===== src/rtl/instr_fetch.sv =====
// Instruction fetch stage: holds the PC, fetches words over a req/ack handshake,
// presents each word to the decoder for one cycle, and applies redirects or halts.
module instr_fetch #(
  parameter logic [31:0] RESET_PC  = 32'h0000_0000,
  parameter logic [31:0] HALT_WORD = 32'h0000_000C
) (
  input  logic        clk,
  input  logic        rst_n,
  input  logic        en,
  output logic        imem_req,
  output logic [31:0] imem_addr,
  input  logic        imem_ack,
  input  logic [31:0] imem_rdata,
  output logic [31:0] instr_out,
  output logic        instr_valid,
  output logic [31:0] pc_out,
  output logic [31:0] pc_plus4,
  input  logic        branch_taken,
  input  logic [15:0] branch_im,
  input  logic        jump,
  input  logic [25:0] jump_adr,
  input  logic        jr,
  input  logic [31:0] jr_target,
  output logic        halted,
  output logic [31:0] retired
);

  typedef enum logic [1:0] {IDLE, FETCH, EXEC, HALT} state_t;

  state_t      state, state_nxt;
  logic [31:0] pc, pc_nxt;
  logic [31:0] instr, instr_nxt;
  logic [31:0] ret_cnt, ret_cnt_nxt;
  logic [31:0] pc4;
  logic [31:0] br_off;

  assign pc4         = pc + 32'd4;
  assign br_off      = {{14{branch_im[15]}}, branch_im, 2'b00};
  assign imem_addr   = pc;
  assign pc_out      = pc;
  assign pc_plus4    = pc4;
  assign instr_out   = instr;
  assign retired     = ret_cnt;

  always_ff @(posedge clk or negedge rst_n) begin
    if (!rst_n) begin
      state   <= IDLE;
      pc      <= RESET_PC;
      instr   <= '0;
      ret_cnt <= '0;
    end else begin
      state   <= state_nxt;
      pc      <= pc_nxt;
      instr   <= instr_nxt;
      ret_cnt <= ret_cnt_nxt;
    end
  end

  always_comb begin
    state_nxt   = state;
    pc_nxt      = pc;
    instr_nxt   = instr;
    ret_cnt_nxt = ret_cnt;
    imem_req    = 1'b0;
    instr_valid = 1'b0;
    halted      = 1'b0;
    unique case (state)
      IDLE: begin
        if (en) state_nxt = FETCH;
      end
      FETCH: begin
        imem_req = 1'b1;
        if (imem_ack) begin
          instr_nxt = imem_rdata;
          state_nxt = EXEC;
        end
      end
      EXEC: begin
        instr_valid = 1'b1;
        ret_cnt_nxt = ret_cnt + 32'd1;
        // A halt retires but leaves the PC pointing at itself.
        if (instr == HALT_WORD) begin
          state_nxt = HALT;
        end else begin
          if (jr)                pc_nxt = {jr_target[31:2], 2'b00};
          else if (jump)         pc_nxt = {pc4[31:28], jump_adr, 2'b00};
          else if (branch_taken) pc_nxt = pc4 + br_off;
          else                   pc_nxt = pc4;
          state_nxt = en ? FETCH : IDLE;
        end
      end
      HALT: begin
        halted = 1'b1;
      end
    endcase
  end

endmodule


===== config.mk =====
export PLATFORM = sky130hd
export DESIGN_NAME = instr_fetch
export DESIGN_NICKNAME = d
export VERILOG_FILES = /design/src/rtl/instr_fetch.sv
export SDC_FILE = /design/constraint.sdc
export NUM_CORES = 1
export LEC_CHECK = 0
export CAP_MARGIN = 20
export CORE_ASPECT_RATIO = 1.75
export CORE_MARGIN = 2
export CORE_UTILIZATION = 25
export CTS_CLUSTER_DIAMETER = 150
export DETAILED_ROUTE_END_ITERATION = 7
export GPL_TIMING_DRIVEN = 0
export PLACE_DENSITY = 0.5
export SYNTH_ARGS = -nofsm -noshare
export SYNTH_HDL_FRONTEND = slang
export SYNTH_SLANG_ARGS = --single-unit

===== constraint.sdc =====
create_clock -name clk -period 3.8 [get_ports clk]
set_input_delay 0.95 -clock clk [delete_from_list [all_inputs] [get_ports clk]]
set_output_delay 0.95 -clock clk [all_outputs]
set_load 0.1 [all_outputs]

==> impl_metrics.json, run 1 <==
{
  "ios": 276,
  "cts_made_buffers": 9,
  "clk_latency_ns": 0.36,
  "core_mm2": 0.0273,
  "antenna_cells": 0,
  "finalNonFillerCells": 1466,
  "layout-drive-gt1-share": 0.221,
  "ys_top_cells_by_area": "dfrtp_1 (34%), ha_1 (7.4%), xnor2_1 (6.9%)",
  "portBuffers": 265,
  "r2r_cells": 17,
  "synth_top_area_frac": 0.344,
  "drt_iter0_markers": 334,
  "worst-r2r-setup-slack_ns": 0.02,
  "async_reset_ff_frac": 1.00,
  "ant_nets": 0,
  "initial_utilization": 0.255,
  "finClkSkew_ns": 0.00784,
  "path_cells": "and4_4, and3_4, and3_4, and4_1, buf_6, nand4_1, xnor2_4, ha_4, a21o_1, a21o_1, a21o_2, a2bb2oi_2, o31a_1, a31oi_2, xnor2_2, or4_1, nand3_1",
  "worst_pin_slew_ns": 1.09,
  "die-area_mm2": 0.0293,
  "finalMaxSlewViolations": 0,
  "ys.flop_type": "dfrtp_1",
  "post_dp_cell_area_mm2": 0.0106,
  "grt_use_total": 0.195,
  "startpoint_type": "register",
  "hold_start": "retired[31]$_DFFE_PN0P_",
  "synth_cell_type_count": 69,
  "finalHoldViolCount": 0,
  "wl_per_cell_um": 19.4,
  "wirelength_um": 28500,
  "antenna_found_initial": 2,
  "nFillCells": 2760,
  "drcViolationCount": 0,
  "clkTransAtPathRegs_ns": 0.07,
  "drv_cap": 0,
  "stdcell_area_mm2": 0.0113,
  "end_kind": "register",
  "outcome": "complete, no violations",
  "dp_cells": 1415,
  "synth_area_per_cell_um2": 9.00,
  "critPathLaunch": "imem_addr[9]$_DFFE_PN0P_",
  "slowest_delay_ns": 0.42,
  "clockBufferDepth": 2,
  "cts_num_sinks": 96,
  "via_per_inst": 4.83,
  "period_share": 0.995,
  "r2r_end": "imem_addr[31]$_DFFE_PN0P_",
  "gr-total-overflow": 0,
  "min_period_ns": 3.78,
  "hp-class": "reg2reg",
  "path_class": "reg2reg",
  "hold_depth": 1,
  "rows": 80,
  "first_pass_iters": 4,
  "area_delta_synth_final_pct": 61.7,
  "cp.required_ns": 4.10,
  "ys_ff_latch": 96,
  "grt_first_pass_wirelength_um": 42600,
  "dp_hpwl_um": 22100,
  "synth_edf_count": 0,
  "reg2reg_from": "imem_addr[9]$_DFFE_PN0P_",
  "holdPathEnd": "retired[31]$_DFFE_PN0P_",
  "crit_slowest_cell": "dfrtp_4",
  "htree_levels": 3,
  "grt_pass1_vias": 7386,
  "yosys.area.top_type": "dfrtp_1",
  "grt_start_max_net_pins": 52,
  "rsz0062_at_grt": "yes",
  "setup_viol": 0,
  "max_slew_margin": 0.274,
  "cp.arrival_ns": 4.08,
  "gp_congestion": 0.883,
  "ys_seq_area_frac": 0.344,
  "die_height_um": 225,
  "synth.cell_area_mm2": 0.00698,
  "cts_tree": "yes",
  "nets": 1248,
  "yosys_warnings": 0,
  "vias": 7077,
  "ctsRootBufferMaster": "clkbuf_16",
  "synthCells": 775,
  "fmax_ghz": 0.265,
  "critPathMaxFanout": 3,
  "die_w_um": 130
}
==> synthesized netlist by cell type, drive strengths merged (11+ instances only) <==
master	count
dfrtp	96
nand2	82
o21ai	60
nor2	58
xnor2	55
a21oi	50
buf	41
ha	41
mux2	33
nand3	27
xor2	26
clkbuf	22
a21o	15
and3	15
inv	14
a211oi	11
nand4	11
==> state kept, by name, indices dropped and copies added (netlist names) <==
signal / flops
instr_out: 32
retired: 32
imem_addr: 30
state: 2
==> area by class of cell <==
cell class              instances  area, um2  share of cell area
flip-flops and latches         96       2450               0.217
repair buffers                303       2920               0.259
clock buffers                  12        246              0.0218
inverters                      15       70.1             0.00621
clock inverters                 3       27.5             0.00244
plain buffers                  62        397              0.0352
well taps                     369        462              0.0409
multi-input cells             606       4710               0.418
==> worst max-delay path by stage <==
| stage | endpoint | slack, ns | cells after the start |
|---|---|---|---|
| floorplan | imem_addr[31]$_DFFE_PN0P_ | -0.82 | 18 |
| global route | imem_addr[31]$_DFFE_PN0P_ | -0.16 | 17 |
| global placement | imem_addr[2]$_DFFE_PN0P_ | -3.05 | 1 |
| CTS | imem_addr[31]$_DFFE_PN0P_ | -0.03 | 17 |
| detailed placement | pc_plus4[29] | -0.86 | 7 |
| finish | imem_addr[31]$_DFFE_PN0P_ | 0.02 | 17 |
==> metal layers <==
layer	share of wire	up-vias	track usage	wire (um)
li1	-	3377	-	-
met1	0.36	3387	0.213	10400
met2	0.53	253	0.351	15200
met3	0.059	56	0.0442	1670
met4	0.043	4	0.0902	1220
met5	0.00095	-	0	27
==> worst max-delay path: cells and delay by family, from the launching register on <==
family	cells	cell delay, ns
buffers and inverters	1	0.11
adder cells (fa/ha/maj)	1	0.24
flip-flops	1	0.42
AND/OR/NAND/NOR	7	1.55
XOR/XNOR	2	0.45
AO/OA/AOI/OAI	6	0.95
==> logic make-up after synthesis <==
group,after synthesis,synth area share
AND/OR/NAND/NOR,239,0.165
AO/OA/AOI/OAI,197,0.181
flip-flops,96,0.344
XOR/XNOR,81,0.102
buffers and inverters,78,0.0665
adder cells (fa/ha/maj),42,0.0764
multiplexers,41,0.0647
other,1,0.000538
==> repair_timing <==
item,in CTS,in global routing
hold buffers,0,0
resized for setup,96,28
buffers inserted,28,9
setup endpoints to repair,34,20
endpoints found under the hold margin,0,0
pin swaps,19,26
==> metrics by stage <==
step / worst slack, ns / hold slack, ns / util / setup TNS, ns
floorplan: -0.821 / 0.586 / - / -8.22
CTS: -0.0299 / 0.470 / 0.407 / -0.0299
finish: 0.0193 / 0.462 / 0.413 / 0
global placement: -3.05 / 0.465 / 0.387 / -244.44
global route: -0.162 / 0.485 / 0.413 / -0.462
detailed placement: -0.856 / 0.461 / 0.387 / -13.18
==> placed cells by master (no fill, tap or decap), types with 8 or more instances in the layout <==
| cell | n |
|---|---|
| xnor2_4 | 8 |
| clkdlybuf4s50_1 | 241 |
| dfrtp_2 | 8 |
| and3_1 | 10 |
| xor2_1 | 17 |
| mux2i_1 | 8 |
| nor4_1 | 9 |
| nand3_1 | 25 |
| nand2_1 | 80 |
| a21oi_1 | 44 |
| nor2_1 | 54 |
| a211oi_1 | 8 |
| clkbuf_1 | 21 |
| a22oi_1 | 8 |
| dfrtp_1 | 78 |
| mux2_2 | 33 |
| o21ai_0 | 53 |
| nand4_1 | 11 |
| dfrtp_4 | 10 |
| clkbuf_16 | 9 |
| xnor2_1 | 35 |
| inv_1 | 14 |
| ha_1 | 35 |
| a21o_1 | 11 |
| xnor2_2 | 12 |
| buf_4 | 76 |
Power of run 1 is left out: the tool's default activity adds up to more than one toggle a clock period on the data nets, which glitch-free logic cannot reach.
==> inputs of run 2 (changes only) <==
--- a/config.mk
+++ b/config.mk
@@ -13,6 +13,7 @@
 export DETAILED_ROUTE_END_ITERATION = 7
 export GPL_TIMING_DRIVEN = 0
 export PLACE_DENSITY = 0.5
+export SETUP_SLACK_MARGIN = 0.2
 export SYNTH_ARGS = -nofsm -noshare
 export SYNTH_HDL_FRONTEND = slang
 export SYNTH_SLANG_ARGS = --single-unit
==> run 2 against run 1 <==
The flow now finishes with violations (negative setup slack). Die area unchanged. Register-to-register slack lost 0.13 ns. Clock skew increased by 0.0046 ns. Via count up 0.81%. Design area is 2.4% higher. First-iteration DRC count is 23% lower. Hold slack improved by 0.0061 ns. Final cell count increased by 0.75%. Non-clock buffer count rose by 10. Sequential share of layout area shrank 0.45 points. Utilization increased by 0.98 points. Critical path type unchanged. Critical endpoint unchanged.
==> impl_metrics.json, run 2 (same netlist as run 1, synthesis figures left out) <==
{
  "post-place-ws_ns": -0.733,
  "startpoint_type": "register",
  "ant_nets": 0,
  "grt_pass1_vias": 7251,
  "setup_viol": 2,
  "drt_iter0_markers": 257,
  "ios": 276,
  "cts_tree": "yes",
  "clk_latency_ns": 0.36,
  "area_delta_synth_final_pct": 65.6,
  "worst-r2r-setup-slack_ns": -0.12,
  "cts_made_buffers": 9,
  "finalWorstSetupSlack_ns": -0.116,
  "hold_start": "retired[31]$_DFFE_PN0P_",
  "layout_common_cells": "clkdlybuf4s50_1 (236), buf_4 (87), nand2_1 (81)",
  "antenna_cells": 0,
  "post_dp_cell_area_mm2": 0.0106,
  "worst_pin_slew_ns": 1.08,
  "cp_top_family": "simple AND/OR/NAND/NOR gates",
  "layout-drive-gt1-share": 0.245,
  "grt_first_pass_wirelength_um": 42400,
  "grt_use_total": 0.193,
  "die-area_mm2": 0.0293,
  "end_kind": "register",
  "finalHoldViolCount": 0,
  "path_class": "reg2reg",
  "rsz0062_at_grt": "yes",
  "slowest_delay_ns": 0.45,
  "critPathMaxFanout": 4,
  "r2r_cells": 18,
  "core_mm2": 0.0273,
  "hold_depth": 1,
  "path_cells": "and3_4, and4_4, and3_4, and4_1, buf_6, nand4_1, xnor2_4, ha_4, buf_8, a21o_1, a21o_1, a21o_2, a2bb2oi_2, o31a_1, a31oi_2, xnor2_2, or4_1, nand3_1",
  "initial_utilization": 0.255,
  "hold_buffers": 0,
  "final_core_util": 0.423,
  "reg2reg_from": "imem_addr[5]$_DFFE_PN0P_",
  "max_slew_margin": 0.279,
  "wirelength_um": 28600,
  "portBuffers": 265,
  "gr-total-overflow": 0,
  "nets": 1258,
  "via_per_inst": 4.83,
  "finClkSkew_ns": 0.0125,
  "hp-class": "reg2reg",
  "gp_congestion": 0.861,
  "first_pass_iters": 4,
  "ctsRootBufferMaster": "clkbuf_16",
  "nFillCells": 2742,
  "fmax_ghz": 0.255,
  "rows": 80,
  "cp.arrival_ns": 4.21,
  "clkTransAtPathRegs_ns": 0.08,
  "cp.required_ns": 4.09,
  "period_share": 1.03,
  "stdcell_area_mm2": 0.0116,
  "vias": 7134,
  "die_w_um": 130,
  "clockBufferDepth": 2,
  "r2r_end": "imem_addr[31]$_DFFE_PN0P_",
  "mostFrequentLayoutCell": "clkdlybuf4s50_1",
  "die_height_um": 225,
  "cts_num_sinks": 96,
  "crit_slowest_cell": "dfrtp_4",
  "drv_cap": 0,
  "finalMaxSlewViolations": 0,
  "critPathBufInv": 2,
  "dp_hpwl_um": 21900,
  "drcViolationCount": 0,
  "grt_start_max_net_pins": 59,
  "antenna_found_initial": 3,
  "timing.hold.ws_ns": 0.468,
  "outcome": "finished with violations",
  "violations": "negative setup slack",
  "htree_levels": 3,
  "wl_per_cell_um": 19.4,
  "min_period_ns": 3.92,
  "holdPathEnd": "retired[31]$_DFFE_PN0P_"
}
-- run 2: cell count changes in the layout (fill, tap and decap cells not counted), sizes merged --
cell / previous run / this run
buf: 91 / 103
clkdlybuf4s50: 241 / 236
dlygate4sd2: 7 / 2
clkdlybuf4s15: 3 / 6
inv: 15 / 18
dlymetal6s2s: 1 / 3
clkbuf: 34 / 35
-- run 2: routing by layer --
layer	vias up	global-route usage	share of wire
li1	3400	-	-
met1	3424	0.214	0.37
met2	243	0.348	0.53
met3	63	0.0377	0.054
met4	4	0.0888	0.047
met5	-	0	0.00091
-- run 2: metrics by stage --
step | TNS (ns) | std cells
finish | -0.140 | 1477
global route | -0.838 | 1477
CTS | -0.252 | 1465
detailed placement | -11.11 | 1415
global placement | -244.64 | 1414
floorplan | -7.81 | 780
-- run 2: cell type report --
cell class | instances | area, um2 | area share
Clock buffer | 10 | 239 | 0.0207
Sequential cell | 96 | 2460 | 0.213
Multi-Input combinational cell | 606 | 4840 | 0.419
Timing Repair Buffer | 312 | 3020 | 0.261
Tap cell | 369 | 462 | 0.0400
Clock inverter | 6 | 56.3 | 0.00487
Buffer | 63 | 412 | 0.0356
Inverter | 15 | 70.1 | 0.00607
-- run 2: how the worst max path moves through the flow --
| stage | start | endpoint | depth (start not counted) |
|---|---|---|---|
| CTS | imem_addr[6]$_DFFE_PN0P_ | imem_addr[31]$_DFFE_PN0P_ | 18 |
| detailed placement | branch_im[15] | imem_addr[31]$_DFFE_PN0P_ | 12 |
| global placement | rst_n | imem_addr[2]$_DFFE_PN0P_ | 1 |
| finish | imem_addr[5]$_DFFE_PN0P_ | imem_addr[31]$_DFFE_PN0P_ | 18 |
| floorplan | imem_addr[9]$_DFFE_PN0P_ | imem_addr[31]$_DFFE_PN0P_ | 18 |
| global route | imem_addr[5]$_DFFE_PN0P_ | imem_addr[31]$_DFFE_PN0P_ | 18 |
-- run 2: timing repair --
| action | CTS | global route |
|---|---|---|
| setup buffers | 34 | 12 |
| resized for setup | 129 | 49 |
| pin swaps | 23 | 27 |
| endpoints found under the setup margin | 37 | 31 |
| gates cloned | 0 | 0 |
-- run 2: worst register-to-register path, cell delays in order, from the launching register on --
cell and delay [ns]:
dfrtp_4 0.45, and3_4 0.20, and4_4 0.23, and3_4 0.18, and4_1 0.20, buf_6 0.11, nand4_1 0.19, xnor2_4 0.28
ha_4 0.24, buf_8 0.11, a21o_1 0.16, a21o_1 0.15, a21o_2 0.19, a2bb2oi_2 0.11, o31a_1 0.23, a31oi_2 0.14
xnor2_2 0.18, or4_1 0.43, nand3_1 0.08
Power of run 2 is left out for the same reason.
